### src/rtl/seg_pkg.sv
// Shared definitions for the result display: FSM encoding, segment codes,
// the decimal range limit and a digit-to-segment helper.
package seg_pkg;

   // Controller state encoding
   localparam logic [2:0] ST_IDLE   = 3'd0;
   localparam logic [2:0] ST_LOAD   = 3'd1;
   localparam logic [2:0] ST_CONV_X = 3'd2;
   localparam logic [2:0] ST_CONV_Y = 3'd3;
   localparam logic [2:0] ST_COMMIT = 3'd4;

   typedef enum logic [2:0] {
      IDLE   = ST_IDLE,
      LOAD   = ST_LOAD,
      CONV_X = ST_CONV_X,
      CONV_Y = ST_CONV_Y,
      COMMIT = ST_COMMIT
   } state_t;

   // Active-low segment patterns, bit order {g,f,e,d,c,b,a}
   localparam logic [6:0] SEG_0    = 7'h40;
   localparam logic [6:0] SEG_1    = 7'h79;
   localparam logic [6:0] SEG_2    = 7'h24;
   localparam logic [6:0] SEG_3    = 7'h30;
   localparam logic [6:0] SEG_4    = 7'h19;
   localparam logic [6:0] SEG_5    = 7'h12;
   localparam logic [6:0] SEG_6    = 7'h02;
   localparam logic [6:0] SEG_7    = 7'h78;
   localparam logic [6:0] SEG_8    = 7'h00;
   localparam logic [6:0] SEG_9    = 7'h10;
   localparam logic [6:0] SEG_DASH = 7'h3F;

   // Largest value that fits in four decimal digits
   localparam int unsigned BCD_LIMIT = 9999;

   function automatic logic [6:0] seg_encode(input logic [3:0] d);
      logic [6:0] s;
      case (d)
         4'd0:    s = SEG_0;
         4'd1:    s = SEG_1;
         4'd2:    s = SEG_2;
         4'd3:    s = SEG_3;
         4'd4:    s = SEG_4;
         4'd5:    s = SEG_5;
         4'd6:    s = SEG_6;
         4'd7:    s = SEG_7;
         4'd8:    s = SEG_8;
         4'd9:    s = SEG_9;
         default: s = SEG_DASH;
      endcase
      return s;
   endfunction

endpackage

### src/rtl/seg_result_display_bcd_dabble16.sv
// Sequential 16-bit binary to 4-digit BCD converter (double-dabble).
// A start pulse loads the operand; the next 16 cycles each perform one
// add-3/shift iteration. 'last' is high during the cycle whose edge
// finishes the conversion, 'done' is high the cycle after, when 'bcd'
// holds the result. A new start is accepted in the 'last' cycle, so two
// conversions can run back to back without a gap.
module bcd_dabble16 (
   input  logic        clk,
   input  logic        reset,
   input  logic        start,
   input  logic [15:0] data,
   output logic        last,
   output logic        done,
   output logic [15:0] bcd
);

   logic [15:0] bin_q;
   logic [15:0] work_q;
   logic [15:0] work_adj;
   logic [15:0] work_next;
   logic [15:0] bcd_q;
   logic [3:0]  cnt_q;
   logic        run_q;
   logic        done_q;

   // Add 3 to every nibble that is 5 or more, then shift in the next bit
   always_comb begin
      work_adj = work_q;
      for (int i = 0; i < 4; i++) begin
         if (work_q[4*i +: 4] >= 4'd5) work_adj[4*i +: 4] = work_q[4*i +: 4] + 4'd3;
      end
      work_next = {work_adj[14:0], bin_q[15]};
      last      = run_q && (cnt_q == 4'd15);
   end

   // Iteration registers; the finished value is parked in bcd_q so the
   // working registers can already take the next operand
   always_ff @(posedge clk) begin
      if (reset) begin
         bin_q  <= '0;
         work_q <= '0;
         bcd_q  <= '0;
         cnt_q  <= '0;
         run_q  <= 1'b0;
         done_q <= 1'b0;
      end else begin
         done_q <= last;
         if (last) bcd_q <= work_next;
         if (start) begin
            bin_q  <= data;
            work_q <= '0;
            cnt_q  <= '0;
            run_q  <= 1'b1;
         end else if (run_q) begin
            bin_q  <= {bin_q[14:0], 1'b0};
            work_q <= work_next;
            cnt_q  <= cnt_q + 4'd1;
            if (last) run_q <= 1'b0;
         end
      end
   end

   assign done = done_q;
   assign bcd  = bcd_q;

endmodule

### src/rtl/seg_result_display.sv
// Captures the X/Y search results, converts each to four decimal digits
// and scans all eight digits onto an active-low 7-segment display.
// Handshake: Valid is a single-cycle strobe with no ready; a strobe while
// Busy is never lost but parked in a one-deep buffer where the newest
// strobe wins. Display registers only change in COMMIT, so a partially
// converted value never reaches the segments.
module seg_result_display
   import seg_pkg::*;
#(
   parameter int unsigned REFRESH_DIV = 100000,
   parameter int unsigned DATA_W      = 32
) (
   input  logic              Clk,
   input  logic              Reset,
   input  logic [DATA_W-1:0] MinX,
   input  logic [DATA_W-1:0] MinY,
   input  logic              Valid,
   output logic              Busy,
   output logic [7:0]        Anode,
   output logic [6:0]        Segment,
   output logic              DP,
   output logic [2:0]        dbg_state
);

   localparam int unsigned CNT_W = (REFRESH_DIV > 2) ? $clog2(REFRESH_DIV) : 1;

   state_t              state_q, state_d;
   logic [DATA_W-1:0]   cap_x, cap_y;
   logic [DATA_W-1:0]   pend_x, pend_y;
   logic                pending_q;
   logic                ovf_x_q, ovf_y_q;
   logic [15:0]         res_x_q;
   logic [15:0]         disp_x, disp_y;
   logic                disp_ovf_x, disp_ovf_y;

   logic                eng_start;
   logic [15:0]         eng_data;
   logic                eng_last;
   logic                eng_done;
   logic [15:0]         eng_bcd;

   logic [CNT_W-1:0]    ref_q;
   logic [2:0]          idx_q, idx_d;
   logic                wrap;
   logic [3:0]          nib;
   logic                nib_ovf;
   logic [6:0]          seg_d;
   logic [7:0]          anode_q;
   logic [6:0]          seg_q;

   bcd_dabble16 u_dabble (
      .clk   (Clk),
      .reset (Reset),
      .start (eng_start),
      .data  (eng_data),
      .last  (eng_last),
      .done  (eng_done),
      .bcd   (eng_bcd)
   );

   // State register
   always_ff @(posedge Clk) begin
      if (Reset) state_q <= IDLE;
      else       state_q <= state_d;
   end

   // Next state and converter launch; X and Y share one engine, Y is
   // started in the same cycle X finishes
   always_comb begin
      state_d   = state_q;
      eng_start = 1'b0;
      eng_data  = cap_x[15:0];
      case (state_q)
         IDLE:   if (Valid) state_d = LOAD;
         LOAD: begin
            eng_start = 1'b1;
            eng_data  = cap_x[15:0];
            state_d   = CONV_X;
         end
         CONV_X: if (eng_last) begin
            eng_start = 1'b1;
            eng_data  = cap_y[15:0];
            state_d   = CONV_Y;
         end
         CONV_Y: if (eng_last) state_d = COMMIT;
         COMMIT: state_d = (Valid || pending_q) ? LOAD : IDLE;
         default: state_d = IDLE;
      endcase
   end

   // Capture, pending buffer, overflow flags and atomic display commit
   always_ff @(posedge Clk) begin
      if (Reset) begin
         cap_x      <= '0;
         cap_y      <= '0;
         pend_x     <= '0;
         pend_y     <= '0;
         pending_q  <= 1'b0;
         ovf_x_q    <= 1'b0;
         ovf_y_q    <= 1'b0;
         res_x_q    <= '0;
         disp_x     <= '0;
         disp_y     <= '0;
         disp_ovf_x <= 1'b0;
         disp_ovf_y <= 1'b0;
      end else begin
         case (state_q)
            IDLE: if (Valid) begin
               cap_x <= MinX;
               cap_y <= MinY;
            end
            COMMIT: begin
               disp_x     <= res_x_q;
               disp_y     <= eng_bcd;
               disp_ovf_x <= ovf_x_q;
               disp_ovf_y <= ovf_y_q;
               // A strobe in this very cycle is newer than the buffer
               if (Valid) begin
                  cap_x     <= MinX;
                  cap_y     <= MinY;
                  pending_q <= 1'b0;
               end else if (pending_q) begin
                  cap_x     <= pend_x;
                  cap_y     <= pend_y;
                  pending_q <= 1'b0;
               end
            end
            default: if (Valid) begin
               pend_x    <= MinX;
               pend_y    <= MinY;
               pending_q <= 1'b1;
            end
         endcase
         if (state_q == LOAD) begin
            ovf_x_q <= (cap_x > DATA_W'(BCD_LIMIT));
            ovf_y_q <= (cap_y > DATA_W'(BCD_LIMIT));
         end
         // The X result is saved before the Y conversion overwrites it
         if (state_q == CONV_Y && eng_done) res_x_q <= eng_bcd;
      end
   end

   // Digit selection for the index that will be lit after this edge
   always_comb begin
      wrap  = (ref_q == CNT_W'(REFRESH_DIV - 1));
      idx_d = wrap ? idx_q + 3'd1 : idx_q;
      if (idx_d[2]) begin
         nib     = disp_x[{idx_d[1:0], 2'b00} +: 4];
         nib_ovf = disp_ovf_x;
      end else begin
         nib     = disp_y[{idx_d[1:0], 2'b00} +: 4];
         nib_ovf = disp_ovf_y;
      end
      seg_d = nib_ovf ? SEG_DASH : seg_encode(nib);
   end

   // Free-running refresh scan, independent of the controller
   always_ff @(posedge Clk) begin
      if (Reset) begin
         ref_q   <= '0;
         idx_q   <= '0;
         anode_q <= 8'hFE;
         seg_q   <= SEG_0;
      end else begin
         ref_q   <= wrap ? '0 : ref_q + 1'b1;
         idx_q   <= idx_d;
         anode_q <= ~(8'd1 << idx_d);
         seg_q   <= seg_d;
      end
   end

   assign Busy      = (state_q != IDLE);
   assign Anode     = anode_q;
   assign Segment   = seg_q;
   assign DP        = 1'b1;
   assign dbg_state = state_q;

endmodule

### config.mk
export PLATFORM = sky130hd
export DESIGN_NAME = seg_result_display
export DESIGN_NICKNAME = d
export VERILOG_FILES = /design/src/rtl/seg_pkg.sv /design/src/rtl/seg_result_display_bcd_dabble16.sv /design/src/rtl/seg_result_display.sv
export SDC_FILE = /design/constraint.sdc
export NUM_CORES = 1
export LEC_CHECK = 0
export ABC_AREA = 1
export CORE_ASPECT_RATIO = 1.25
export CORE_MARGIN = 2
export CORE_UTILIZATION = 25
export CTS_BUF_LIST = sky130_fd_sc_hd__clkbuf_2 sky130_fd_sc_hd__clkbuf_4 sky130_fd_sc_hd__clkbuf_8
export CTS_CLUSTER_SIZE = 28
export DETAILED_ROUTE_END_ITERATION = 10
export PLACE_DENSITY = 0.41
export SYNTH_ARGS = -nofsm -noshare
export SYNTH_HDL_FRONTEND = slang
export SYNTH_SLANG_ARGS = --single-unit
### constraint.sdc
create_clock -name Clk -period 3.4 [get_ports Clk]
set_clock_uncertainty 0.15 [all_clocks]
set_input_delay 0.68 -clock Clk [delete_from_list [all_inputs] [get_ports Clk]]
set_output_delay 0.68 -clock Clk [all_outputs]
set_load 0.05 [all_outputs]
Yosys cells after proc, flatten, opt, wreduce, memory -nomap -nowiden
Memories as Yosys holds them, arrays and structs flattened.
Cells that the tools add are included.
Storage, ports and cells
  bits in registers: 273
  bits in read-only memories: 112
  input bits: 67
  output and inout bits: 20
  logic and storage cells: 100
  memories: 1
Memory list
  (name not given): depth 16, width 7, read ports 1, clocked after memory_dff 0, wr ports 0, line seg_pkg.sv:38  | case (d)
Operators by class
  add/sub/neg operators: 7
  order comparisons: 6
  eq/ne operators: 10
  shift-type cells: 3
  muxes and demuxes: 32
  bitwise operators: 3
  reductions and logical operators: 15
Operator list (count)
  32-bit two-way mux: 6
  32-bit case mux with 2 select lines: 2
  32-bit by 14-bit greater-than comparator with 1-bit output (second input constant): 2
  16-bit two-way mux: 4
  16-bit by 5-bit variable part select with 4-bit output: 2
  17-bit by 1-bit adder with 17-bit output (second input constant): 1
  17-bit equality test (second input constant): 1
  4-bit by 3-bit >= comparator with 1-bit output (second input constant): 4
  4-bit two-way mux: 4
  3-bit two-way mux: 5
  3-bit case mux with 5 select lines: 1
  4-bit by 2-bit adder with 4-bit output (second input constant): 3
  8-bit inverter: 1
  1-bit by 3-bit << shifter with 8-bit output (first input constant): 1
  1-bit two-way mux: 7
  7-bit two-way mux: 1
  3-bit by 2-bit equality test with 1-bit output (second input constant): 2
  2-bit inequality test (second input constant): 3
  3-bit AND reduction: 2
  2-bit nonzero test: 3
  2-bit OR reduction: 3
  4-bit by 1-bit adder with 4-bit output (second input constant): 1
  4-bit equality test (second input constant): 1
  1-bit case mux with 2 select lines: 2
  11 further kinds: 14

Longest topological paths before layout
An unclocked memory read counts as a cell.
  depth in word-level cells: 6
  depth in mapped cells: 19
  gate-level depth less buffers: 18

Cells and area by module
Synthesis repeated with hierarchy kept, for this count alone.
Second synthesis, totals
  cells, all modules: 1553
  area total of the unflattened synthesis: 11836.4 um^2
Modules (own cells, without submodules)
  seg_result_display: instances 1, cells an instance 1183, area an instance 9236.4 um^2, sequential area each 4384.2 um^2
  bcd_dabble16: instances 1, cells an instance 370, area an instance 2600.0 um^2, sequential area each 1081.0 um^2

Least setup slack after synthesis
Ideal clock, no wire load.
  path kind: register -> register
  start point: reg ref_q[0]
  end point: reg seg_q[3], in the netlist Segment[3]
  setup time: 0.068 ns
  arrival time: 2.158 ns
  required time: 3.182 ns
  setup slack: 1.024 ns
  stages on the path, launching flop included: 18
  buffers on the path: 1
  period minus slack after synthesis: 2.376 ns
  cell sequence: dfxtp_1 ha_1 nand3_2 nor2_2 nand3_2 nand2_2 buf_2 nand3_1 nand3_1 nand3_1 nand2_2 inv_1 ha_1 inv_1 nand2_1 nand2_1 nand2_1 a21oi_2
Between the ends
  longest elaborated chain between the ends: 6
  elaborated cells on any way between the ends: 8
  those cells by class: 1 x eq/ne; 2 x shift; 4 x mux; 1 x memory
RTL lines
  start: declaration: line seg_result_display.sv:42  | logic [CNT_W-1:0] ref_q;
  start signal: assignment: line seg_result_display.sv:165  | ref_q <= wrap ? '0 : ref_q + 1'b1;
  17-bit equality test *: line seg_result_display.sv:145  | wrap = (ref_q == CNT_W'(REFRESH_DIV - 1));
  3-bit two-way mux *: line seg_result_display.sv:146  | idx_d = wrap ? idx_q + 3'd1 : idx_q;
  16-bit by 5-bit variable part select with 4-bit output (on tied branches): line seg_result_display.sv:151, seg_result_display.sv:148
  4-bit two-way mux: line seg_result_display.sv:147  | if (idx_d[2]) begin
  memory read 16 x 7 bit
  7-bit two-way mux *: line seg_result_display.sv:154  | seg_d = nib_ovf ? SEG_DASH : seg_encode(nib);
  end signal: assignment: line seg_result_display.sv:168  | seg_q <= seg_d;
  end: declaration: line seg_result_display.sv:49  | logic [6:0] seg_q;
Every way passes the cells marked *; elsewhere a longest branch is shown, timed or not.
A chain may end at the register's enable or synchronous reset.

Worst setup path after layout
  start point: reg state_q[1], in the netlist dbg_state[1]
  end point: out Busy
Between the ends
  longest elaborated chain between the ends: 1
RTL lines
  start: declaration: line seg_result_display.sv:27  | state_t state_q, state_d;
  start signal: assignment: line seg_result_display.sv:64  | else state_q <= state_d;
  3-bit nonzero test: line seg_result_display.sv:172  | assign Busy = (state_q != IDLE);
  end: declaration: line seg_result_display.sv:18  | output logic Busy,
No other way between the ends.

==> impl_metrics.tcl <==
set metrics [dict create \
    finalCritPeriodShare 0.915 \
    finalSetupViolations 0 \
    vias 10400 \
    drv_cap 0 \
    ys_ff_latch 273 \
    placed_area_um2 13500 \
    numCtsBuffers 50 \
    report.final.slew_viol_count 0 \
    ys_seq_area_frac 0.456 \
    layout-drive-gt1-share 0.108 \
    grtUsageTotal 0.131 \
    holdPathEnd "ref_q[0]$_SDFF_PP0_" \
    startpoint_type "register" \
    syn_inst 1634 \
    tightestPinTransition_ns 0.729 \
    crit_fanout 6 \
    cp-end-kind "output pin" \
    grt_pass1_wl_um 51800 \
    cts_resized 0 \
    route.detailed.drc 0 \
    syn_area_per_cell_um2 7.33 \
    cts_setup_buffers 0 \
    status "complete, no violations" \
    hpwlAfterDp_um 21700 \
    regToRegEndpoint "Segment[3]$_SDFF_PP0_" \
    wl_per_cell_um 13.5 \
    cts_tree "done" \
    firstDrtPassIters 4 \
    initial_core_util 0.253 \
    die_h_um 249 \
    min_from "ref_q[0]$_SDFF_PP0_" \
    reg2reg_depth 18 \
    ir_worst_vdd_v 0.000244 \
    critPathArrivalTime_ns 2.28 \
    ant_nets 0 \
    synth_nets 1713 \
    fin_crit_ns 3.11 \
    hp-class "reg -> reg" \
    yosysTopAreaCellShare 0.456 \
    grt_max_degree 131 \
    synth-warning-count 0 \
    fin_util 0.310 \
    rsz0062_at_grt "no" \
    antenna_found_initial 0 \
    hold_viol 0 \
    critPathLaunch "dbg_state[1]$_SDFFE_PP0P_" \
    reg2reg_from "ref_q[1]$_SDFF_PP0_" \
    r2r_slack_ns 0.68 \
    first_iter_violations 441 \
    vias_per_cell 4.36 \
    cts.clk_slew.worst_paths_ns 0.06 \
    cts-root-buf "clkbuf_8" \
    slew_headroom 0.514 \
    powerDensity_nw_per_um2 620 \
    core_um2 47300 \
    synth-edff-count 0 \
    insertion_delay_ns 0.62 \
    fin_cells 2384 \
    dp_cells 2291 \
    ys.flop_type "dfxtp_1" \
    syn-cell-area_um2 12000 \
    yosys-top-cells-area "dfxtp_1 (46%), a21oi_1 (13%), inv_1 (9.0%), o21ai_0 (7.9%), nor2_1 (4.1%)" \
    fp-row-count 89 \
    gr-total-overflow 0 \
    synth_area_leader_cell "dfxtp_1" \
    synth-async-reset-ratio 0 \
    cts_buffer_depth 3 \
    yosysUniqueCellTypes 51 \
    antenna_cells 0 \
    wl_um 32200 \
    fmax_mhz 321 \
    place.port_buffers 85 \
    h-tree-depth 2 \
    first_global_vias 9707 \
    min_path_cells 1 \
    tns_ns 0 \
    fin_nets 1785 \
    die_w_um 200 \
    clkSinkCount 273 \
    area_growth_pct 22.5 \
    total_power_mw 9.11 \
    io_pins 87 \
    die_area_um2 49700 \
    required_ns 2.57 \
    finish.instance_area_um2 14700 \
    p_leak_nw 6.46 \
    critical_path_class "reg -> out" \
    cts_hold_buf 0 \
    gp_congestion 0.766 \
]
## routing by layer
layer	global-route usage	routed length, um	vias to the layer above
li1	-	-	5458
met1	0.159	14300	4698
met2	0.223	15800	170
met3	0.0252	1140	61
met4	0.0533	1010	0
met5	0	0	-
## final cells by class
cell class | instances | area [um2]
Multi-Input combinational cell | 963 | 5000
Tap cell | 637 | 797
Fill cell | 5162 | 32600
Timing Repair Buffer | 117 | 1130
Clock buffer | 86 | 1070
Clock inverter | 7 | 78.8
Inverter | 301 | 1130
Sequential cell | 273 | 5470
## where the power goes
part           internal [mW]  leakage, nW  total [mW]  switching (mW)
clock                   2.06        0.614        3.51            1.45
sequential              3.67         2.23        3.87           0.202
combinational          0.605         3.62        1.72            1.12
## sequential cells by signal (all words and copies together) (netlist names)
name             flops
disp_ovf_x           1
pending_q            1
ref_q               17
u_dabble.run_q       1
disp_y              16
disp_x              16
u_dabble.bcd        16
idx_q                3
cap_y               32
u_dabble.done        1
ovf_x_q              1
cap_x               32
u_dabble.work_q     16
Segment              7
ovf_y_q              1
Anode                8
pend_x              32
u_dabble.bin_q      16
pend_y              32
disp_ovf_y           1
u_dabble.cnt_q       4
dbg_state            3
res_x_q             16
## through the flow
stage	worst slack, ns	hold slack, ns
final	0.289	0.294
after detailed placement	0.582	0.288
after CTS	0.232	0.295
after floorplan	1.02	0.268
after global placement	0.622	0.283
after global routing	0.168	0.320
## cells in the final DEF (no fill, tap or decap), drive strengths merged
cell,count
a211oi,11
a21oi,307
a221oi,3
a31oi,4
and3,1
buf,33
bufinv,1
clkbuf,86
clkdlybuf4s50,84
clkinv,9
conb,1
dfxtp,273
ha,12
inv,298
mux2i,1
nand2,138
nand3,70
nand3b,4
nand4,16
nor2,142
nor3,13
nor3b,7
nor4,4
o211ai,5
o21a,2
o21ai,190
o21bai,1
o221a,2
o221ai,1
o22ai,16
o31ai,1
or2,2
xor2,9
## worst max-delay path by stage
stage | to | slack [ns] | cells past startpoint
after floorplan | Segment[3]$_SDFF_PP0_ | 1.02 | 17
after global placement | cap_y[18]$_SDFFE_PP0P_ | 0.62 | 8
after detailed placement | cap_y[18]$_SDFFE_PP0P_ | 0.58 | 8
after CTS | Busy | 0.23 | 3
after global routing | Busy | 0.17 | 3
final | Busy | 0.29 | 3
## cells in the mapped netlist, types with 4 or more instances
cell / instances
nand2_1: 123
inv_1: 287
nor3b_1: 7
ha_1: 12
nand4_1: 15
nor2_4: 5
nor3_1: 11
a211oi_1: 11
inv_2: 9
clkbuf_1: 77
o21ai_0: 189
a21oi_1: 304
o22ai_1: 16
nand2_2: 12
buf_1: 6
buf_2: 10
o211ai_1: 4
xor2_1: 9
nand3b_1: 4
nor2_1: 131
a31oi_1: 4
dfxtp_1: 273
nor2_2: 5
nor4_1: 4
nand3_2: 8
nand3_1: 60
## cells by family (layout without fill, tap and decap cells)
logic type,Yosys count,count (layout),share of synthesized area
flip-flops,273,273,0.456
AND/OR/NAND/NOR,397,397,0.158
adder cells (fa/ha/maj),12,12,0.0125
XOR/XNOR,9,9,0.00658
other,1,1,0.000313
multiplexers,1,1,0.000835
AO/OA/AOI/OAI,543,543,0.237
buffers and inverters,398,511,0.128
## worst max-delay path: stages, from the launching register on
cell and delay, ns:
dfxtp_1 0.49, nor2_1 0.17, nand2_1 0.11, clkdlybuf4s50_1 0.90
Note: power is estimated with default switching activity, not from simulation.
